`config.mk`:
```
export PLATFORM = sky130hd
export DESIGN_NAME = example_pulse_monitor
export DESIGN_NICKNAME = d
export VERILOG_FILES = /design/src/rtl/example_pulse_pkg.sv /design/src/rtl/example_pulse_fifo.sv /design/src/rtl/example_pulse_monitor.sv
export SDC_FILE = /design/constraint.sdc
export NUM_CORES = 1
export LEC_CHECK = 0
export CAP_MARGIN = 40
export CORE_MARGIN = 5
export CORE_UTILIZATION = 45
export CTS_BUF_LIST = sky130_fd_sc_hd__clkbuf_2
export DETAILED_ROUTE_END_ITERATION = 16
export DONT_BUFFER_PORTS = 1
export HOLD_SLACK_MARGIN = 0.1
export PLACE_DENSITY_LB_ADDON = 0.05
export SYNTH_ARGS = -nofsm -noshare
export SYNTH_HDL_FRONTEND = slang
export SYNTH_SLANG_ARGS = --single-unit
```
`constraint.sdc`:
```
create_clock -name clk -period 5 [get_ports clk]
set_input_delay 1.25 -clock clk [delete_from_list [all_inputs] [get_ports clk]]
set_output_delay 1.25 -clock clk [all_outputs]
set_load 0.01 [all_outputs]
```
`src/rtl/example_pulse_pkg.sv`:
```
// Shared types and constants for the example_pulse_monitor slice.
package example_pulse_pkg;

  typedef enum logic {
    IDLE = 1'b0,
    HIGH = 1'b1
  } state_e;

  localparam int unsigned REC_WIDTH_W = 8;
  localparam int unsigned FIFO_DEPTH  = 2;

  typedef struct packed {
    logic                   sat;
    logic [REC_WIDTH_W-1:0] width;
  } pulse_rec_t;

endpackage

```
`src/rtl/example_pulse_fifo.sv`:
```
// Small synchronous record FIFO; push and pop together while full is legal.
module example_pulse_fifo
  import example_pulse_pkg::*;
#(
  parameter int unsigned DATA_W = REC_WIDTH_W + 1
) (
  input  logic              clk,
  input  logic              rst_n,
  input  logic              push,
  input  logic [DATA_W-1:0] push_data,
  input  logic              pop,
  output logic [DATA_W-1:0] head_data,
  output logic              full,
  output logic              empty
);

  localparam int unsigned PTR_W = (FIFO_DEPTH > 1) ? $clog2(FIFO_DEPTH) : 1;
  localparam int unsigned OCC_W = $clog2(FIFO_DEPTH + 1);

  logic [DATA_W-1:0] mem [FIFO_DEPTH];
  logic [PTR_W-1:0]  wr_ptr;
  logic [PTR_W-1:0]  rd_ptr;
  logic [OCC_W-1:0]  count;
  logic              do_push;
  logic              do_pop;

  assign empty   = (count == '0);
  assign full    = (count == OCC_W'(FIFO_DEPTH));
  assign do_pop  = pop & ~empty;
  // A pop frees the slot the concurrent push needs, so full does not block it.
  assign do_push = push & (~full | do_pop);
  assign head_data = empty ? '0 : mem[rd_ptr];

  always_ff @(posedge clk) begin
    if (!rst_n) begin
      wr_ptr <= '0;
      rd_ptr <= '0;
      count  <= '0;
      for (int unsigned i = 0; i < FIFO_DEPTH; i++) begin
        mem[i] <= '0;
      end
    end else begin
      if (do_push) begin
        mem[wr_ptr] <= push_data;
        wr_ptr      <= PTR_W'(wr_ptr + 1'b1);
      end
      if (do_pop) begin
        rd_ptr <= PTR_W'(rd_ptr + 1'b1);
      end
      case ({do_push, do_pop})
        2'b10:   count <= OCC_W'(count + 1'b1);
        2'b01:   count <= OCC_W'(count - 1'b1);
        default: count <= count;
      endcase
    end
  end

endmodule

```
`src/rtl/example_pulse_monitor.sv`:
```
// Counts rising edges on z and records each high pulse's width into a 2-entry FIFO.
// Optional macro EXAMPLE_PULSE_MIN_FILTER_EN discards unsaturated pulses shorter than MIN_W.
module example_pulse_monitor
  import example_pulse_pkg::*;
#(
  parameter int unsigned WIDTH_W = 8,
  parameter int unsigned CNT_W   = 16,
  parameter int unsigned MIN_W   = 2
) (
  input  logic               clk,
  input  logic               rst_n,
  input  logic               z,
  input  logic               clr,
  output logic               rec_valid,
  input  logic               rec_ready,
  output logic [WIDTH_W-1:0] rec_width,
  output logic               rec_sat,
  output logic [CNT_W-1:0]   edge_count,
  output logic               overflow
);

  localparam int unsigned        REC_W     = WIDTH_W + 1;
  localparam logic [WIDTH_W-1:0] WIDTH_MAX = '1;
  localparam logic [WIDTH_W-1:0] MIN_WIDTH = WIDTH_W'(MIN_W);
`ifdef EXAMPLE_PULSE_MIN_FILTER_EN
  localparam bit FILTER_EN = 1'b1;
`else
  localparam bit FILTER_EN = 1'b0;
`endif

  state_e             state;
  logic               z_q;
  logic [WIDTH_W-1:0] width_cnt;
  logic               sat;
  logic               pend_valid;
  logic [REC_W-1:0]   pend_rec;
  logic [REC_W-1:0]   head;
  logic               full;
  logic               empty;
  logic               rise_c;
  logic               fall_c;
  logic               keep_c;
  logic               pop_c;
  logic               drop_c;

  // z_q resets high so a pulse already in progress at reset release is ignored.
  assign rise_c = z & ~z_q & (state == IDLE);
  assign fall_c = (state == HIGH) & ~z;
  assign keep_c = ~FILTER_EN | sat | (width_cnt >= MIN_WIDTH);
  assign pop_c  = ~empty & rec_ready;
  assign drop_c = pend_valid & full & ~pop_c;

  always_ff @(posedge clk) begin
    if (!rst_n) begin
      state      <= IDLE;
      z_q        <= 1'b1;
      width_cnt  <= '0;
      sat        <= 1'b0;
      pend_valid <= 1'b0;
      pend_rec   <= '0;
      edge_count <= '0;
      overflow   <= 1'b0;
    end else begin
      z_q        <= z;
      pend_valid <= fall_c & keep_c;
      if (fall_c) begin
        pend_rec <= {sat, width_cnt};
      end

      case (state)
        IDLE: begin
          if (rise_c) begin
            width_cnt <= WIDTH_W'(1);
            sat       <= 1'b0;
            state     <= HIGH;
          end
        end
        HIGH: begin
          if (z) begin
            if (width_cnt == WIDTH_MAX) begin
              sat <= 1'b1;
            end else begin
              width_cnt <= WIDTH_W'(width_cnt + 1'b1);
            end
          end else begin
            state <= IDLE;
          end
        end
        default: state <= IDLE;
      endcase

      // Clear first, then count a coincident rise.
      if (clr) begin
        edge_count <= rise_c ? CNT_W'(1) : '0;
      end else if (rise_c) begin
        edge_count <= CNT_W'(edge_count + 1'b1);
      end

      // A drop in the clearing cycle still leaves the flag set.
      if (drop_c) begin
        overflow <= 1'b1;
      end else if (clr) begin
        overflow <= 1'b0;
      end
    end
  end

  example_pulse_fifo #(
    .DATA_W(REC_W)
  ) u_fifo (
    .clk      (clk),
    .rst_n    (rst_n),
    .push     (pend_valid),
    .push_data(pend_rec),
    .pop      (pop_c),
    .head_data(head),
    .full     (full),
    .empty    (empty)
  );

  assign rec_valid = ~empty;
  assign rec_sat   = head[WIDTH_W];
  assign rec_width = head[WIDTH_W-1:0];

endmodule

```
* After elaboration in Yosys (flattened, before gate mapping)
Memories as Yosys holds them, arrays and structs flattened. A register that Yosys moved wholly into a read port is not among the register bits.
Index checks and enable logic that the tools add are counted.
** Storage, ports and cells
- Memories :: 1
- Register bits after elaboration :: 42
- RAM bits :: 18
** Memories
- u_fifo.mem :: depth 2, width 9, read ports 1, clocked after memory_dff 1, write ports 2, RTL line example_pulse_fifo.sv:20 : logic [DATA_W-1:0] mem [FIFO_DEPTH];
** Cells by class
- Add/sub/neg operators :: 6
- Muxes and demuxes :: 27
- Bitwise logic cells :: 15
- Reduce and logical (&&, ||, !) cells :: 7
- Equal/unequal tests :: 8
** Operators by type and width (count)
- $mux 16 :: 2
- $mux 8 :: 3
- $mux 9 :: 2
- $add 16x1->16 const B :: 1
- $mux 1 :: 16
- $pmux 8 s2 :: 1
- $reduce_or 9->1 :: 1
- $add 8x1->8 const B :: 1
- $and 1x1->1 :: 8
- $eq 8x8->1 const B :: 1
- $ne 2x2->1 const B :: 3
- $not 1->1 :: 6
- $reduce_and 3->1 :: 2
- $reduce_bool 2->1 :: 3
- $eq 2x2->1 const B :: 2
- $pmux 1 s2 :: 2
- $pmux 2 s2 :: 1
- $add 1x1->1 const B :: 2
- $add 2x1->2 const B :: 1
- $eq 2x1->1 const B :: 1
- $logic_not 2->1 :: 1
- $ne 2x1->1 const B :: 1
- $sub 2x1->2 const B :: 1
- $or 1x1->1 :: 1

* Longest topological paths before layout
- Depth after elaboration :: 11
- Mapped depth :: 6
- Depth with buffers taken out :: 6

* Hierarchy
From an unflattened synthesis, not the netlist that was laid out.
** Unflattened totals
- Cell total of the unflattened synthesis :: 307
- Area total of the unflattened synthesis :: 2817.7 um^2
** Modules (own cells, without submodules)
- example_pulse_monitor :: times used 1, cells an instance 209, seq. area each 760.7 um^2, area each 1747.9 um^2
- example_pulse_fifo :: times used 1, cells an instance 98, seq. area each 640.6 um^2, area each 1069.8 um^2

* Worst setup path before layout
OpenSTA, ideal clock, no wires.
- Path type :: input -> register
- Start point :: input rst_n
- End point :: memory u_fifo.mem[1][0] (netlist name) (enable)
- Library setup time :: 0.387 ns
- Cell stages on the path :: 3
- Data required time :: 4.613 ns
- Path buffers :: 1
- Data arrival time :: 2.265 ns
- Setup slack :: 2.348 ns
- Path through :: clkbuf_1 nand2_1 o21ai_0
** RTL lines
- start, declared :: RTL line example_pulse_monitor.sv:11 : input logic rst_n,
- end, declared :: RTL line example_pulse_fifo.sv:20

* Worst setup path after layout
- Start point :: register u_fifo.count[0]
- End point :: output rec_width[1]
** On the way
- Longest elaborated chain between the ends :: 2
** RTL lines
- start, declared :: RTL line example_pulse_fifo.sv:23 : logic [OCC_W-1:0] count;
- start signal, assigned :: RTL line example_pulse_fifo.sv:51 : 2'b10: count <= OCC_W'(count + 1'b1);
- start signal, assigned :: RTL line example_pulse_fifo.sv:52 : 2'b01: count <= OCC_W'(count - 1'b1);
- start signal, assigned :: RTL line example_pulse_fifo.sv:53 : default: count <= count;
- $logic_not 2->1 :: RTL line example_pulse_fifo.sv:27 : assign empty = (count == '0);
- $mux 9 :: RTL line example_pulse_fifo.sv:32 : assign head_data = empty ? '0 : mem[rd_ptr];
- end, declared :: RTL line example_pulse_monitor.sv:16 : output logic [WIDTH_W-1:0] rec_width,
No other way between the ends.

==> run metrics <==
crit path kind reg -> out; root buf cell clkbuf_2; core area 0.00592 mm2; # setup viols final 0; largest net degree at the start of global routing 37; CP cell instances nor2_1 -> nor2_1; clk sinks 61; Synthesis Warnings 0; final hold violations 0; Final Wtd Congestion 0.757; die area 0.00771 mm2; critical path arrival 1.62 ns; most numerous cell in the Yosys netlist dfxtp_1; row cnt 28; Critical Path Max Stage Delay 0.57 ns; LEAKAGE 0.000925 uW; CP Data Required Time 3.75 ns; fin. max-slew vios 0; synthesized area 0.00272 mm2; clk_skew 0.0217 ns; Overflow after GRT 0; Syn Area/Cell 9.56 um2; DRT Pass-1 Iters 4; ys flop type dfxtp_1; most instantiated cells after synthesis dfxtp_1, nand2_1, and2_1, nor2_1, edfxtp_1; Die X-Extent 87.8 um; Post-Syn Nets 293; Worst slew margin 53.3%; Synth async-reset ratio 0%; Clock Latency Late Sink 0.45 ns; Critical path origin u_fifo.count[0]; Reg2Reg Launch Point u_fifo.count[0]; initial antenna violation count 0; Worst Setup Start Kind flip-flop; fmax 348 MHz; routed wire length 5.07 mm; Final Util 48.3%; endpoint class of the critical path output pin; Nets 294; Initial DRC Count 63; Final Cycle Share 57.4%; register area share after synthesis 51.4%; most used cell, CP nor2_1; Slew @ Worst Pin 0.698 ns; Max-cap violations 0; RSZ-0062 raised after global routing false; Layout area overhead 5.05%; distinct cell type count after synthesis 37; Antenna Cells 0; share of layout cells above drive strength 1 6.53%; DR DRC count 0; peak fanout along the critical path 11; # resized after CTS 0; routed len/inst 13.9 um; Hold Path Origin pend_rec[5]; CTS tree done; Die H 87.8 um; H-tree depth 3; total negative slack 0 ns; maximum clock path buffer count 2; Detail Route Antenna Nets 0; Max VDD drop 131 uV; GR Util All Layers 14.3%; port buffer count 0; post-CTS setup buffers 0; Detailed Place HPWL 3.63 mm; first-pass GRT wire length 8.65 mm; I/O Pins 32; Synth area leader dfxtp_1; routed via count 1937; vias per cell 5.29; Post-Synthesis Cells 285; min Tclk post-route 2.87 ns; run status finished clean; top-area cell type share of the netlist area 31.6%; number of hold buffers added after cts 0; Seq cells post-synth 61; PD cells 276 mW/mm2; slowest CP cell nor2_1; Post-synth EDFFs 18; clk slew on worst S/H paths 0.17 ns; min-delay worst type reg -> reg; ranking of synthesized cells by area dfxtp_1, edfxtp_1, and2_1, nand2_1, a21boi_0; vias in the first global route 1803; Initial Utilization 46.0%; CTS buffer count 9
critical path, delay by kind of cell (launching register included):
kind | cells | cell delay (ns)
AND/OR/NAND/NOR | 2 | 0.77
flip-flops | 1 | 0.40
kinds of logic (layout without fill, tap and decap cells):
kind of cell	Yosys count	after routing	synth area share (%)
AOI/OAI and AO/OA	46	46	11.5
and+or+nand+nor	132	132	25.1
muxes	9	9	3.31
xor gates and xnor gates	14	14	4.50
DFF	61	61	51.4
adders and majority gates	3	3	1.38
buffers and inverters	20	26	2.80
area by class of cell:
type	instances	area, um2
inverters	8	30.0
well taps	75	93.8
fillers	589	3060
clock buffers	10	50.0
clock inverters	6	30.0
multi-input cells	204	1250
repair buffers	2	10.0
flip-flops and latches	61	1400
per-stage QoR:
stage	instance area (um2)	power [uW]	hold slack, ns	std cells	setup WS, ns
after floorplan	2720	562	0.447	285	2.35
after global placement	2770	563	0.458	348	2.17
after detailed placement	2780	564	0.464	350	2.17
after CTS	2860	801	0.484	366	2.05
after global routing	2860	826	0.519	366	1.97
final	2860	790	0.478	366	2.13
final timing paths:
check                         end  slack (ns)  cells after the start
hold reg to reg       pend_rec[5]        0.48                      2
hold / removal        pend_rec[5]        0.48                      2
setup / recovery     rec_width[1]        2.13                      2
setup reg to reg  u_fifo.count[1]        2.88                      5
layout by cell type, fill, tap and decap left out, types with 9 or more instances in the layout:
cell and instances:
edfxtp_1 18, clkbuf_2 10, mux2i_1 9, a21boi_0 14
and2_1 24, o21ai_0 9, xnor2_1 10, nor2_1 24
a21oi_1 10, dfxtp_1 43, nand2_1 37
sequential cells by signal (all words and copies together) (netlist names), named ones only:
name           count
u_fifo.mem        18
edge_count        16
pend_rec           9
width_cnt          8
u_fifo.count       2
overflow           1
pend_valid         1
sat                1
state              1
u_fifo.rd_ptr      1
u_fifo.wr_ptr      1
z_q                1
power by group:
| group | internal (uW) | switching, uW |
|---|---|---|
| logic | 11.9 | 16.8 |
| clock network | 61.9 | 175 |
| registers | 517 | 6.67 |
per-layer routing:
layer	track usage [%]	part of all wire (%)	vias to the layer above	wire length [um]
met5	0	0	-	0
met4	7.11	0.89	0	45
met3	3.95	5.3	5	270
met2	20.7	43	39	2200
met1	19.7	50	891	2550
li1	-	-	1002	-
(Power assumes the default switching activity.)
==> RTL change (same flow settings) <==
Set the parameter `CNT_W` to 32 (it was 16).
--- a/src/rtl/example_pulse_monitor.sv
+++ b/src/rtl/example_pulse_monitor.sv
@@ -4,7 +4,7 @@
   import example_pulse_pkg::*;
 #(
   parameter int unsigned WIDTH_W = 8,
-  parameter int unsigned CNT_W   = 16,
+  parameter int unsigned CNT_W   = 32,
   parameter int unsigned MIN_W   = 2
 ) (
   input  logic               clk,
Interface: changed (resized edge_count); port bits go from 32 to 48. No check against the original RTL was run, so the function may have changed too.
==> RTL change against the unedited design <==
  * Sequential cell count up 16
  * Design area up 28%
  * Setup slack worse by 0.048 ns
  * Area after synthesis is 26% higher
  * Wire length is 38% higher
  * Via count up 28%
  * Clock skew up 0.0065 ns
  * Total power rose by 40%
==> RTL change: results (changes against the unedited design) <==
[run_status]
outcome=completed  ; unchanged

[layout]
antennaDiodeCount=0  ; unchanged
reg.largest.list=edge_count (32), u_fifo.mem (18), pend_rec (9)  ; was u_fifo.mem (18), edge_count (16), pend_rec (9)
drive_gt1_share_pct=6.08  ; was 6.53%
n_all_inverters=11  ; was 8
nonClkBufAreaFrac_pct=0.616  ; was 0.350%
multi_input_area_share_pct=43.6  ; about the same
multi_input_cells=271  ; was 204
fillerInstances=694  ; was 589
regArea_um2=1720  ; was 1400 um^2
fin_nets=381  ; was 294
clkCellAreaFrac_pct=4.17  ; was 2.80%

[timing]
finClkSkew_ns=0.0282  ; was 0.0217 ns
worst_slew_pin_slew_ns=0.868  ; was 0.698 ns

[detailed_routing]
wl_met2_mm=2.89  ; was 2.20 mm
wire_per_inst_um=14.6  ; was 13.9 um
drt-initial-drc-count=108  ; was 63
vias=2484  ; was 1937
wl_met1_mm=3.53  ; was 2.55 mm
dr_wl_met3_um=487  ; was 270 um

[clock_network]
insertion_delay_ns=0.49  ; was 0.45 ns

[pwr]
leakagePower_nw=1.16  ; was 0.925 nW
vdd_drop_max_uv=126  ; was 131 uV

[grt]
gr-usage-met3_pct=6.46  ; was 3.95%
gr-usage-met2_pct=21.2  ; was 20.7%
grt_max_degree=23  ; was 37
grt_pass1_vias=2307  ; was 1803
grtUsageMet1_pct=21.4  ; was 19.7%
grt_pass1_wl_mm=11.8  ; was 8.65 mm

[placed_design]
routabilityCongestion=0.739  ; was 0.757
post-place-ws_ns=1.98  ; was 2.17 ns

[synth]
synth_area_leaders=dfxtp_1 35%, edfxtp_1 16%, nor2_1 4.9%, xnor2_1 4.9%, nand2_1 4.5%  ; was dfxtp_1 32%, edfxtp_1 20%, and2_1 5.5%, nand2_1 5.1%, a21boi_0 3.9%
synth_common_cells=59 x dfxtp_1, 45 x nor2_1, 41 x nand2_1  ; was 43 x dfxtp_1, 37 x nand2_1, 24 x and2_1, 24 x nor2_1, 18 x edfxtp_1
yosysSeqAreaShare_pct=50.3  ; was 51.4%
synth.distinct_cells=39  ; was 37
synth_warnings=0  ; unchanged

[floorplanning]
core_region_area_um2=7330  ; was 5920 um^2

-- RTL change: cell types whose count changed after synthesis, moves of 6 or more --
cell / before / now
nand3_1: 7 / 13
nor3_1: 2 / 14
dfxtp_1: 43 / 59
a21oi_1: 10 / 23
a21boi_0: 14 / 0
xnor2_1: 10 / 19
nor2_1: 24 / 45
xor2_1: 4 / 10
-- RTL change: critical path, cell delays in order, from the launching register on --
cell and delay, ns:
dfxtp_1 0.38, nor2_1 0.60, nor2_1 0.22
-- RTL change: through the flow --
stage	hold WS (ns)	utilization (%)	power [mW]	instance area (um^2)	instances
detailed placement	0.463	47.8	0.698	3500	461
floorplan	0.440	-	0.692	3420	374
global placement	0.451	47.8	0.698	3500	461
global route	0.517	49.9	1.16	3660	477
CTS	0.484	49.9	1.12	3660	477
finish	0.485	49.9	1.11	3660	477
-- RTL change: path summary, 6_finish.rpt --
check             cells after the start              to  slack, ns            start
setup reg to reg                      5  edge_count[28]       2.65            state
hold / removal                        2     pend_rec[0]       0.48      pend_rec[0]
hold reg to reg                       2     pend_rec[0]       0.48      pend_rec[0]
setup / recovery                      2    rec_width[0]       2.08  u_fifo.count[0]
-- RTL change: cell families (layout without fill, tap and decap cells) --
kind of cell / count (synthesis) / count (layout) / synth area share (%)
AOI/OAI and AO/OA: 49 / 49 / 8.70
xor gates and xnor gates: 29 / 29 / 7.42
DFF: 77 / 77 / 50.3
adders and majority gates: 3 / 3 / 1.10
and+or+nand+nor: 180 / 180 / 26.5
buffers and inverters: 26 / 30 / 3.07
muxes: 10 / 10 / 2.93
-- RTL change: report_power, final --
part	switching [mW]	internal (mW)
clock	0.209	0.214
combinational	0.0216	0.0108
sequential	0.00678	0.645
total	0.238	0.870
